`src/rtl/cache_pkg.sv`:
```
// Shared constants, FSM encoding and sizing helper for the memory-port arbiter.
// Latency: none (declarations only).
// Backpressure: not applicable.
package cache_pkg;

  localparam int DEF_WIDTH       = 32;  // byte-address width
  localparam int DEF_OFFSET_BITS = 4;   // 16-byte cache line
  localparam int DEF_BURST_LEN   = 4;   // beats per line transfer
  localparam int BEAT_BYTES      = 4;   // one 32-bit word per beat

  // Width of a counter that indexes BURST_LEN beats; never narrower than 1 bit.
  function automatic int beat_cnt_w(input int n);
    return (n > 1) ? $clog2(n) : 1;
  endfunction

  typedef enum logic [0:0] {
    IDLE = 1'b0,
    XFER = 1'b1
  } arb_state_e;

endpackage

```
`src/rtl/mem_port_arbiter_if.sv`:
```
// Requester-side and memory-side signals of the shared memory port.
// Latency: none (wiring only).
// Backpressure: requesters hold req_valid until req_done; memory stalls via mem_ready.
interface mem_port_arbiter_if
  import cache_pkg::*;
#(
  parameter int NUM_REQ = 2,
  parameter int WIDTH   = DEF_WIDTH,
  parameter int BEAT_W  = beat_cnt_w(DEF_BURST_LEN)
);

  logic [NUM_REQ-1:0]       req_valid;
  logic [NUM_REQ-1:0]       req_write;
  logic [NUM_REQ-1:0]       req_burst;
  logic [NUM_REQ*WIDTH-1:0] req_addr;
  logic [NUM_REQ-1:0]       req_grant;
  logic [NUM_REQ-1:0]       req_done;
  logic                     beat_valid;
  logic [BEAT_W-1:0]        beat_idx;
  logic                     mem_read;
  logic                     mem_write;
  logic [WIDTH-1:0]         mem_addr;
  logic                     mem_ready;
  logic                     busy;

  // Arbiter side: drives grants and the memory strobes.
  modport master (
    input  req_valid, req_write, req_burst, req_addr, mem_ready,
    output req_grant, req_done, beat_valid, beat_idx,
    output mem_read, mem_write, mem_addr, busy
  );

  // Environment side: cache requesters plus main memory.
  modport slave (
    output req_valid, req_write, req_burst, req_addr, mem_ready,
    input  req_grant, req_done, beat_valid, beat_idx,
    input  mem_read, mem_write, mem_addr, busy
  );

endinterface

```
`src/rtl/mem_port_arbiter_rr_arbiter.sv`:
```
// Combinational round-robin pick: first asserted request scanning up from ptr_i, wrapping.
// Latency: 0 cycles (pure combinational).
// Backpressure: none; the caller decides when the pick is taken.
module rr_arbiter #(
  parameter int NUM_REQ = 2,
  parameter int PTR_W   = $clog2(NUM_REQ)
) (
  input  logic [NUM_REQ-1:0] req_i,
  input  logic [PTR_W-1:0]   ptr_i,
  output logic [NUM_REQ-1:0] gnt_o,
  output logic [PTR_W-1:0]   idx_o
);

  localparam int CW = PTR_W + 1;

  logic [CW-1:0] cand;
  logic          found;

  // Walk the requesters starting at ptr_i; the sum stays below 2*NUM_REQ so one subtract wraps it.
  always_comb begin
    gnt_o = '0;
    idx_o = '0;
    found = 1'b0;
    cand  = '0;
    for (int off = 0; off < NUM_REQ; off++) begin
      cand = {1'b0, ptr_i} + CW'(off);
      if (cand >= CW'(NUM_REQ)) begin
        cand = cand - CW'(NUM_REQ);
      end
      if (!found && req_i[cand[PTR_W-1:0]]) begin
        found                    = 1'b1;
        gnt_o[cand[PTR_W-1:0]]   = 1'b1;
        idx_o                    = cand[PTR_W-1:0];
      end
    end
  end

endmodule

```
`src/rtl/mem_port_arbiter.sv`:
```
// Round-robin owner of the main-memory port; sequences single-word or full-line transfers.
// Latency: grant and strobe one cycle after req_valid; one beat per mem_ready; one IDLE cycle between transactions.
// Backpressure: strobes and address hold until mem_ready; other requesters wait for IDLE.
module mem_port_arbiter
  import cache_pkg::*;
#(
  parameter int WIDTH       = DEF_WIDTH,
  parameter int NUM_REQ     = 2,
  parameter int OFFSET_BITS = DEF_OFFSET_BITS,
  parameter int BURST_LEN   = DEF_BURST_LEN
) (
  input  logic               clk,
  input  logic               rst,
  mem_port_arbiter_if.master bus
);

  localparam int PTR_W     = $clog2(NUM_REQ);
  localparam int BW        = beat_cnt_w(BURST_LEN);
  localparam int WORD_SH   = $clog2(BEAT_BYTES);
  localparam logic [WIDTH-1:0] LINE_MASK = ~WIDTH'((1 << OFFSET_BITS) - 1);
  localparam logic [WIDTH-1:0] WORD_MASK = ~WIDTH'(BEAT_BYTES - 1);

  arb_state_e         state_q, state_d;
  logic [PTR_W-1:0]   rr_ptr_q, rr_ptr_d;
  logic [PTR_W-1:0]   owner_q, owner_d;
  logic [BW-1:0]      beat_cnt_q, beat_cnt_d;
  logic [NUM_REQ-1:0] grant_q, grant_d;
  logic               wr_q, wr_d;
  logic               burst_q, burst_d;
  logic [WIDTH-1:0]   base_q, base_d;

  logic [NUM_REQ-1:0] pick_gnt;
  logic [PTR_W-1:0]   pick_idx;
  logic [WIDTH-1:0]   win_addr;
  logic               last_beat;

  rr_arbiter #(
    .NUM_REQ (NUM_REQ),
    .PTR_W   (PTR_W)
  ) u_rr (
    .req_i (bus.req_valid),
    .ptr_i (rr_ptr_q),
    .gnt_o (pick_gnt),
    .idx_o (pick_idx)
  );

  assign win_addr  = bus.req_addr[int'(pick_idx)*WIDTH +: WIDTH];
  assign last_beat = burst_q ? (beat_cnt_q == BW'(BURST_LEN - 1)) : (beat_cnt_q == '0);

  // State and transaction registers; reset aborts any transfer without a done pulse.
  always_ff @(posedge clk) begin
    if (rst) begin
      state_q    <= IDLE;
      rr_ptr_q   <= '0;
      owner_q    <= '0;
      beat_cnt_q <= '0;
      grant_q    <= '0;
      wr_q       <= 1'b0;
      burst_q    <= 1'b0;
      base_q     <= '0;
    end else begin
      state_q    <= state_d;
      rr_ptr_q   <= rr_ptr_d;
      owner_q    <= owner_d;
      beat_cnt_q <= beat_cnt_d;
      grant_q    <= grant_d;
      wr_q       <= wr_d;
      burst_q    <= burst_d;
      base_q     <= base_d;
    end
  end

  // Next-state and port outputs: arbitrate in IDLE, step beats on mem_ready in XFER.
  always_comb begin
    state_d        = state_q;
    rr_ptr_d       = rr_ptr_q;
    owner_d        = owner_q;
    beat_cnt_d     = beat_cnt_q;
    grant_d        = grant_q;
    wr_d           = wr_q;
    burst_d        = burst_q;
    base_d         = base_q;
    bus.req_grant  = grant_q;
    bus.req_done   = '0;
    bus.beat_valid = 1'b0;
    bus.beat_idx   = beat_cnt_q;
    bus.mem_read   = 1'b0;
    bus.mem_write  = 1'b0;
    bus.mem_addr   = '0;
    bus.busy       = 1'b0;

    case (state_q)
      IDLE: begin
        if (|bus.req_valid) begin
          state_d    = XFER;
          grant_d    = pick_gnt;
          owner_d    = pick_idx;
          wr_d       = bus.req_write[pick_idx];
          burst_d    = bus.req_burst[pick_idx];
          base_d     = bus.req_burst[pick_idx] ? (win_addr & LINE_MASK) : (win_addr & WORD_MASK);
          beat_cnt_d = '0;
        end
      end
      XFER: begin
        bus.busy      = 1'b1;
        bus.mem_read  = ~wr_q;
        bus.mem_write = wr_q;
        // Beat offset never leaves the line, so OR-ing cannot carry into tag/index bits.
        bus.mem_addr  = base_q | (WIDTH'(beat_cnt_q) << WORD_SH);
        if (bus.mem_ready) begin
          bus.beat_valid = 1'b1;
          if (last_beat) begin
            bus.req_done = grant_q;
            state_d      = IDLE;
            beat_cnt_d   = '0;
            grant_d      = '0;
            rr_ptr_d     = (owner_q == PTR_W'(NUM_REQ - 1)) ? '0 : owner_q + 1'b1;
          end else begin
            beat_cnt_d = beat_cnt_q + 1'b1;
          end
        end
      end
      default: begin
        state_d = IDLE;
      end
    endcase
  end

endmodule

```
`src/flat_wrapper.sv`:
```
// flat-port wrapper written by rule: the top's interface ports become plain ports
module mem_port_arbiter_flat import cache_pkg::*;
#(
  parameter int WIDTH       = DEF_WIDTH,
  parameter int NUM_REQ     = 2,
  parameter int OFFSET_BITS = DEF_OFFSET_BITS,
  parameter int BURST_LEN   = DEF_BURST_LEN
)
  (clk, rst, bus_req_valid, bus_req_write, bus_req_burst, bus_req_addr, bus_mem_ready, bus_req_grant, bus_req_done, bus_beat_valid, bus_beat_idx, bus_mem_read, bus_mem_write, bus_mem_addr, bus_busy);
  mem_port_arbiter_if #(.NUM_REQ(NUM_REQ), .WIDTH(WIDTH), .BEAT_W(2)) bus_i ();
  input  logic clk;
  input  logic rst;
  input wire logic [$bits(bus_i.req_valid)-1:0] bus_req_valid;
  input wire logic [$bits(bus_i.req_write)-1:0] bus_req_write;
  input wire logic [$bits(bus_i.req_burst)-1:0] bus_req_burst;
  input wire logic [$bits(bus_i.req_addr)-1:0] bus_req_addr;
  input wire logic [$bits(bus_i.mem_ready)-1:0] bus_mem_ready;
  output wire logic [$bits(bus_i.req_grant)-1:0] bus_req_grant;
  output wire logic [$bits(bus_i.req_done)-1:0] bus_req_done;
  output wire logic [$bits(bus_i.beat_valid)-1:0] bus_beat_valid;
  output wire logic [$bits(bus_i.beat_idx)-1:0] bus_beat_idx;
  output wire logic [$bits(bus_i.mem_read)-1:0] bus_mem_read;
  output wire logic [$bits(bus_i.mem_write)-1:0] bus_mem_write;
  output wire logic [$bits(bus_i.mem_addr)-1:0] bus_mem_addr;
  output wire logic [$bits(bus_i.busy)-1:0] bus_busy;
  assign bus_i.req_valid = bus_req_valid;
  assign bus_i.req_write = bus_req_write;
  assign bus_i.req_burst = bus_req_burst;
  assign bus_i.req_addr = bus_req_addr;
  assign bus_i.mem_ready = bus_mem_ready;
  assign bus_req_grant = bus_i.req_grant;
  assign bus_req_done = bus_i.req_done;
  assign bus_beat_valid = bus_i.beat_valid;
  assign bus_beat_idx = bus_i.beat_idx;
  assign bus_mem_read = bus_i.mem_read;
  assign bus_mem_write = bus_i.mem_write;
  assign bus_mem_addr = bus_i.mem_addr;
  assign bus_busy = bus_i.busy;
  mem_port_arbiter #(.WIDTH(WIDTH), .NUM_REQ(NUM_REQ), .OFFSET_BITS(OFFSET_BITS), .BURST_LEN(BURST_LEN)) u_core (.clk(clk), .rst(rst), .bus(bus_i));
endmodule
```
`config.mk`:
```
export PLATFORM = sky130hd
export DESIGN_NAME = mem_port_arbiter_flat
export DESIGN_NICKNAME = d
export VERILOG_FILES = /design/src/rtl/cache_pkg.sv /design/src/rtl/mem_port_arbiter_if.sv /design/src/rtl/mem_port_arbiter_rr_arbiter.sv /design/src/rtl/mem_port_arbiter.sv /design/src/flat_wrapper.sv
export SDC_FILE = /design/constraint.sdc
export NUM_CORES = 1
export LEC_CHECK = 0
export ABC_AREA = 1
export BUFFER_PORTS_ARGS = -buffer_cell sky130_fd_sc_hd__buf_2
export CAP_MARGIN = 10
export CORE_MARGIN = 1.5
export CORE_UTILIZATION = 40
export DETAILED_ROUTE_END_ITERATION = 16
export GPL_TIMING_DRIVEN = 0
export MAX_ROUTING_LAYER = met4
export PLACE_DENSITY = 0.83
export SYNTH_ARGS = -nofsm -noshare
export SYNTH_HDL_FRONTEND = slang
export SYNTH_SLANG_ARGS = --single-unit
```
`constraint.sdc`:
```
create_clock -name clk -period 1.3 [get_ports clk]
set_input_delay 0.26 -clock clk [delete_from_list [all_inputs] [get_ports clk]]
set_output_delay 0.26 -clock clk [all_outputs]
set_load 0.05 [all_outputs]
```
[Yosys cells after proc, flatten, opt, wreduce, memory -nomap -nowiden]
Cells that the tools add are included.
Word-level totals
  register bits: 41
  input bits: 73
  output and inout bits: 42
  logic and storage cells: 82
Cells by class
  add/subtract/negate cells: 5
  $lt $le $gt $ge: 7
  equal/unequal tests: 4
  shift operators: 1
  multiplexer cells: 43
  bitwise gates (word level): 4
  reductions and logical operators: 10
Operators with widths (count)
  $shiftx A64 B7 Y32: 1
  $mux W32: 1
  $or A32 B4 Y32: 1
  $mux W1: 25
  $mux W2: 11
  $pmux W2 S2: 2
  $lt A1 B2 Y1 const B: 3
  $reduce_and A3 Y1: 2
  $mux W4: 1
  $ne A2 B2 Y1 const B: 2
  $reduce_and A2 Y1: 2
  $logic_and A1 B1 Y1: 3
  $add A1 B1 Y2 const B: 1
  $add A2 B1 Y2 const B: 1
  $demux W1 S1: 2
  $eq A2 B2 Y1 const B: 1
  $ge A1 B1 Y1 const B: 2
  $ge A1 B2 Y1 const B: 1
  $ge A2 B2 Y1 const B: 1
  $logic_not A2 Y1: 1
  $ne A2 B1 Y1 const B: 1
  $not A1 Y1: 2
  $or A2 B2 Y2: 1
  $pmux W1 S2: 1
  other kinds (4): 5

[Depth between registers and ports, before layout]
  depth in word-level cells: 11
  mapped depth: 8
  depth with buffers taken out: 8

[Modules after synthesis]
Synthesis repeated with hierarchy kept, for this count alone.
Second synthesis, totals
  cells, all modules: 380
  area, all modules: 2265.9 um^2
By module, submodules not included
  mem_port_arbiter: times used 1, cells each 374, area an instance 2242.2 um^2, seq. area each 780.7 um^2
  rr_arbiter: times used 1, cells each 6, area an instance 23.8 um^2, seq. area each 0.0 um^2

[Worst setup path before layout]
No wires, ideal clock.
  kind: flip-flop to output port
  start: reg u_core.state_q
  end: out bus_req_done[0]
  arrival: 2.153 ns
  data required time: 1.040 ns
  setup slack: -1.113 ns
  cell stages (with the launch flop): 6
  cells stage by stage: dfxtp_1 -> buf_2 -> nand2_1 -> inv_1 -> nand2_1 -> nor2_1
Between the ends
  word-level cells in the longest chain between the ends: 1
RTL lines
  from (decl): line mem_port_arbiter.sv:23  | arb_state_e state_q, state_d;
  from (signal assigned): line mem_port_arbiter.sv:62  | state_q <= state_d;
  $mux W2: line mem_port_arbiter.sv:92  | case (state_q)
  to (decl): line flat_wrapper.sv:19  | output wire logic [$bits(bus_i.req_done)-1:0] bus_req_done;
No other way between the ends.

[Final worst setup path]
Same ends and word-level chain as after synthesis.

==> reports/results.ini <==
[setup_path]
crit_path_end_kind=output port
slowest_stage=dfxtp_4
r2r_slack_ps=-160
worstReg2RegEnd=u_core.base_q[13]$_SDFFE_PP0P_
slowest_delay_ps=370
setup.worst_path.start=u_core.state_q$_SDFF_PP0_
path_depth=6
crit_family=buffers and inverters
critPathKind=reg -> out
path_buf_inv=3
r2r_cells=8
required_ps=1040
worstSetupStartpointType=flop
cp-endpoint=bus_req_done[0]
crit_fanout=4
crit_top_cell=nand2_4
path_cells=buf_4 > nand2_4 > clkinvlp_4 > nand2_4 > nor2_4 > buf_6
regToRegStartpoint=u_core.state_q$_SDFF_PP0_
critPathArrivalTime_ps=1310

[drt]
route.met3.wl_um=289
dr_total_vias=2712
wl_met2_um=4330
drcViolationCount=0
wl_per_cell_um=14.4
drtPass1Iterations=4
first_iter_violations=175
totalWireLength_um=7900
ant_nets=0
route.top_layer_used=met4
wl_met1_um=3160
viasPerCell=4.95

[pwr]
ir_drop_mv=0.530
power_density_mw_per_mm2=917
finalPower_uw=3780
p_leak_uw=0.00215

[status]
violations=negative setup slack
outcome=finished with violations

[synthesis]
synth_xor_xnor_area_share_pct=0
yosys.area_share.simple_pct=30.0
synthAdderAreaFrac_pct=2.32
synth_top_family_by_area=simple AND/OR/NAND/NOR gates
yosysTopAreaCell=dfxtp_1
synth_warnings=0
syn_inst=341
synth_area_leaders=dfxtp_1 (36%), nand2_1 (19%), inv_1 (13%)
ys_ff_latch=39
synth_area_per_cell_um2=6.33
synthDistinctLibCells=19
synth_top_area_share_pct=36.2
syn_area_mm2=0.00216
synthMuxAreaShare_pct=0
seq_area_frac_synth_pct=36.2
synth_compound_area_share_pct=13.6

[finish]
fin_util_pct=80.3
area_growth_syn_to_layout_pct=91.2
drive_gt1_share_pct=55.0
nets=555
antennaDiodeCount=0

[sta]
period_minus_slack_ps=1570
hold-worst-slack_ps=247
finalSetupViolCount=58
finalSetupTns_ps=-9700
fmax_mhz=636
worst_slack_ps=-273
period_share_pct=121
final_max_slew_viol_count=0
rsz0062_at_grt=yes
fin_skew_ps=7.32
hold_violations=0

[grt]
overflow=0
grt_pass1_wl_um=12300
gr-usage-all-layers_pct=26.7
grt_pass1_vias=2653
grt_max_degree=12
antenna_found_initial=0

[clock_tree]
htree_levels=2
cts_tree=built
numClockSinks=39
clockRootBuffer=clkbuf_8
clk_latency_ps=280
clkSlewWorstSetupHoldPaths_ps=80
cts_buffers=5
clockBufferDepth=2
cts_hold_buf=0

[floorplan]
die_h_um=76.4
die-area_mm2=0.00584
ios=115
initial_core_util_pct=42.0
die_w_um=76.4
num_rows=26
core_mm2=0.00514

[hold_path]
min_path_type=in -> reg

[placement]
port_buffers=107
dp_hpwl_um=4480
gp_congestion=0.791
place_ws_ps=-324

[flow_run]
drv_cap=0

==> worst reg2reg max path: cells and delay by family (launching register included) <==
family | cells | cell delay, ps
buf+inv | 5 | 610
flops | 1 | 370
simple gates | 2 | 270
compound gates | 1 | 100
==> flip-flops by register name (all words and copies together) (netlist names) <==
name	cells
u_core.rr_ptr_q	1
u_core.bus.req_grant	2
u_core.state_q	1
u_core.burst_q	1
u_core.base_q	30
u_core.owner_q	1
u_core.bus.beat_idx	2
u_core.wr_q	1
==> layout by cell type (no fill, tap or decap), drive strengths merged <==
| cell type | netlist | routed |
|---|---|---|
| nand2 | 111 | 111 |
| dfxtp | 39 | 39 |
| inv | 73 | 43 |
| conb | 1 | 2 |
| clkinvlp | 0 | 30 |
| ha | 4 | 4 |
| o211ai | 29 | 29 |
| nand3 | 36 | 36 |
| nor2 | 12 | 13 |
| o21ai | 4 | 4 |
| clkbuf | 7 | 17 |
| a21oi | 9 | 9 |
| a211oi | 1 | 1 |
| buf | 15 | 140 |
==> layer usage <==
layer,global-route usage (%),up-vias
met5,-,-
met4,9.44,0
met3,5.03,10
met2,47.5,82
met1,29.9,1296
li1,-,1324
==> synth_stat cells <==
library cell / count
dfxtp_1: 39
a21oi_1: 9
clkbuf_1: 7
nand3_1: 36
conb_1: 1
buf_1: 1
o21ai_2: 1
inv_1: 72
o21ai_0: 3
ha_1: 4
a211oi_1: 1
buf_2: 11
nand2_1: 110
buf_4: 3
o211ai_1: 29
inv_2: 1
nor2_1: 11
nor2_2: 1
nand2_2: 1
==> stage by stage <==
step                      cells  area, um2
after floorplan             342       2340
after global placement      519       2960
after detailed placement    519       2960
after CTS                   539       3800
after global routing        548       4130
final                       548       4130
==> timing repair <==
item	CTS	global route
resized for setup	180	75
endpoints found under the hold margin	0	0
pin swaps	30	26
setup buffers	11	5
setup endpoints to repair	71	68
cloned	3	4
==> where the power goes <==
part	total [uW]	internal, uW	switching [uW]
logic	1580	676	904
clock network	766	370	396
registers	1440	1310	127
==> how the worst min path moves through the flow <==
| stage | to | slack (ps) | startpoint | cells after the start |
|---|---|---|---|---|
| floorplan | u_core.rr_ptr_q$_SDFFE_PP0P_ | 410 | u_core.owner_q$_SDFFE_PP0P_ | 1 |
| global placement | u_core.rr_ptr_q$_SDFFE_PP0P_ | 430 | u_core.owner_q$_SDFFE_PP0P_ | 1 |
| detailed placement | u_core.rr_ptr_q$_SDFFE_PP0P_ | 430 | u_core.owner_q$_SDFFE_PP0P_ | 1 |
| CTS | u_core.bus.beat_idx[1]$_SDFFE_PP0P_ | 240 | rst | 2 |
| global route | u_core.base_q[2]$_SDFFE_PP0P_ | 250 | rst | 2 |
| finish | u_core.base_q[2]$_SDFFE_PP0P_ | 250 | rst | 2 |
==> cell families after synthesis <==
kind of cell             count (synthesis)
AO/OA/AOI/OAI                           43
adder cells (fa/ha/maj)                  4
buffers and inverters                   95
flip-flops                              39
other                                    1
AND/OR/NAND/NOR                        159
==> area by class of cell <==
class	count	area (um2)
plain buffers	21	216
inverters	73	394
fillers	347	1010
repair buffers	129	1110
well taps	70	87.6
multi-input cells	209	1450
flip-flops and latches	39	792
clock buffers	7	76.3
Power figures use the tool's default switching activity.
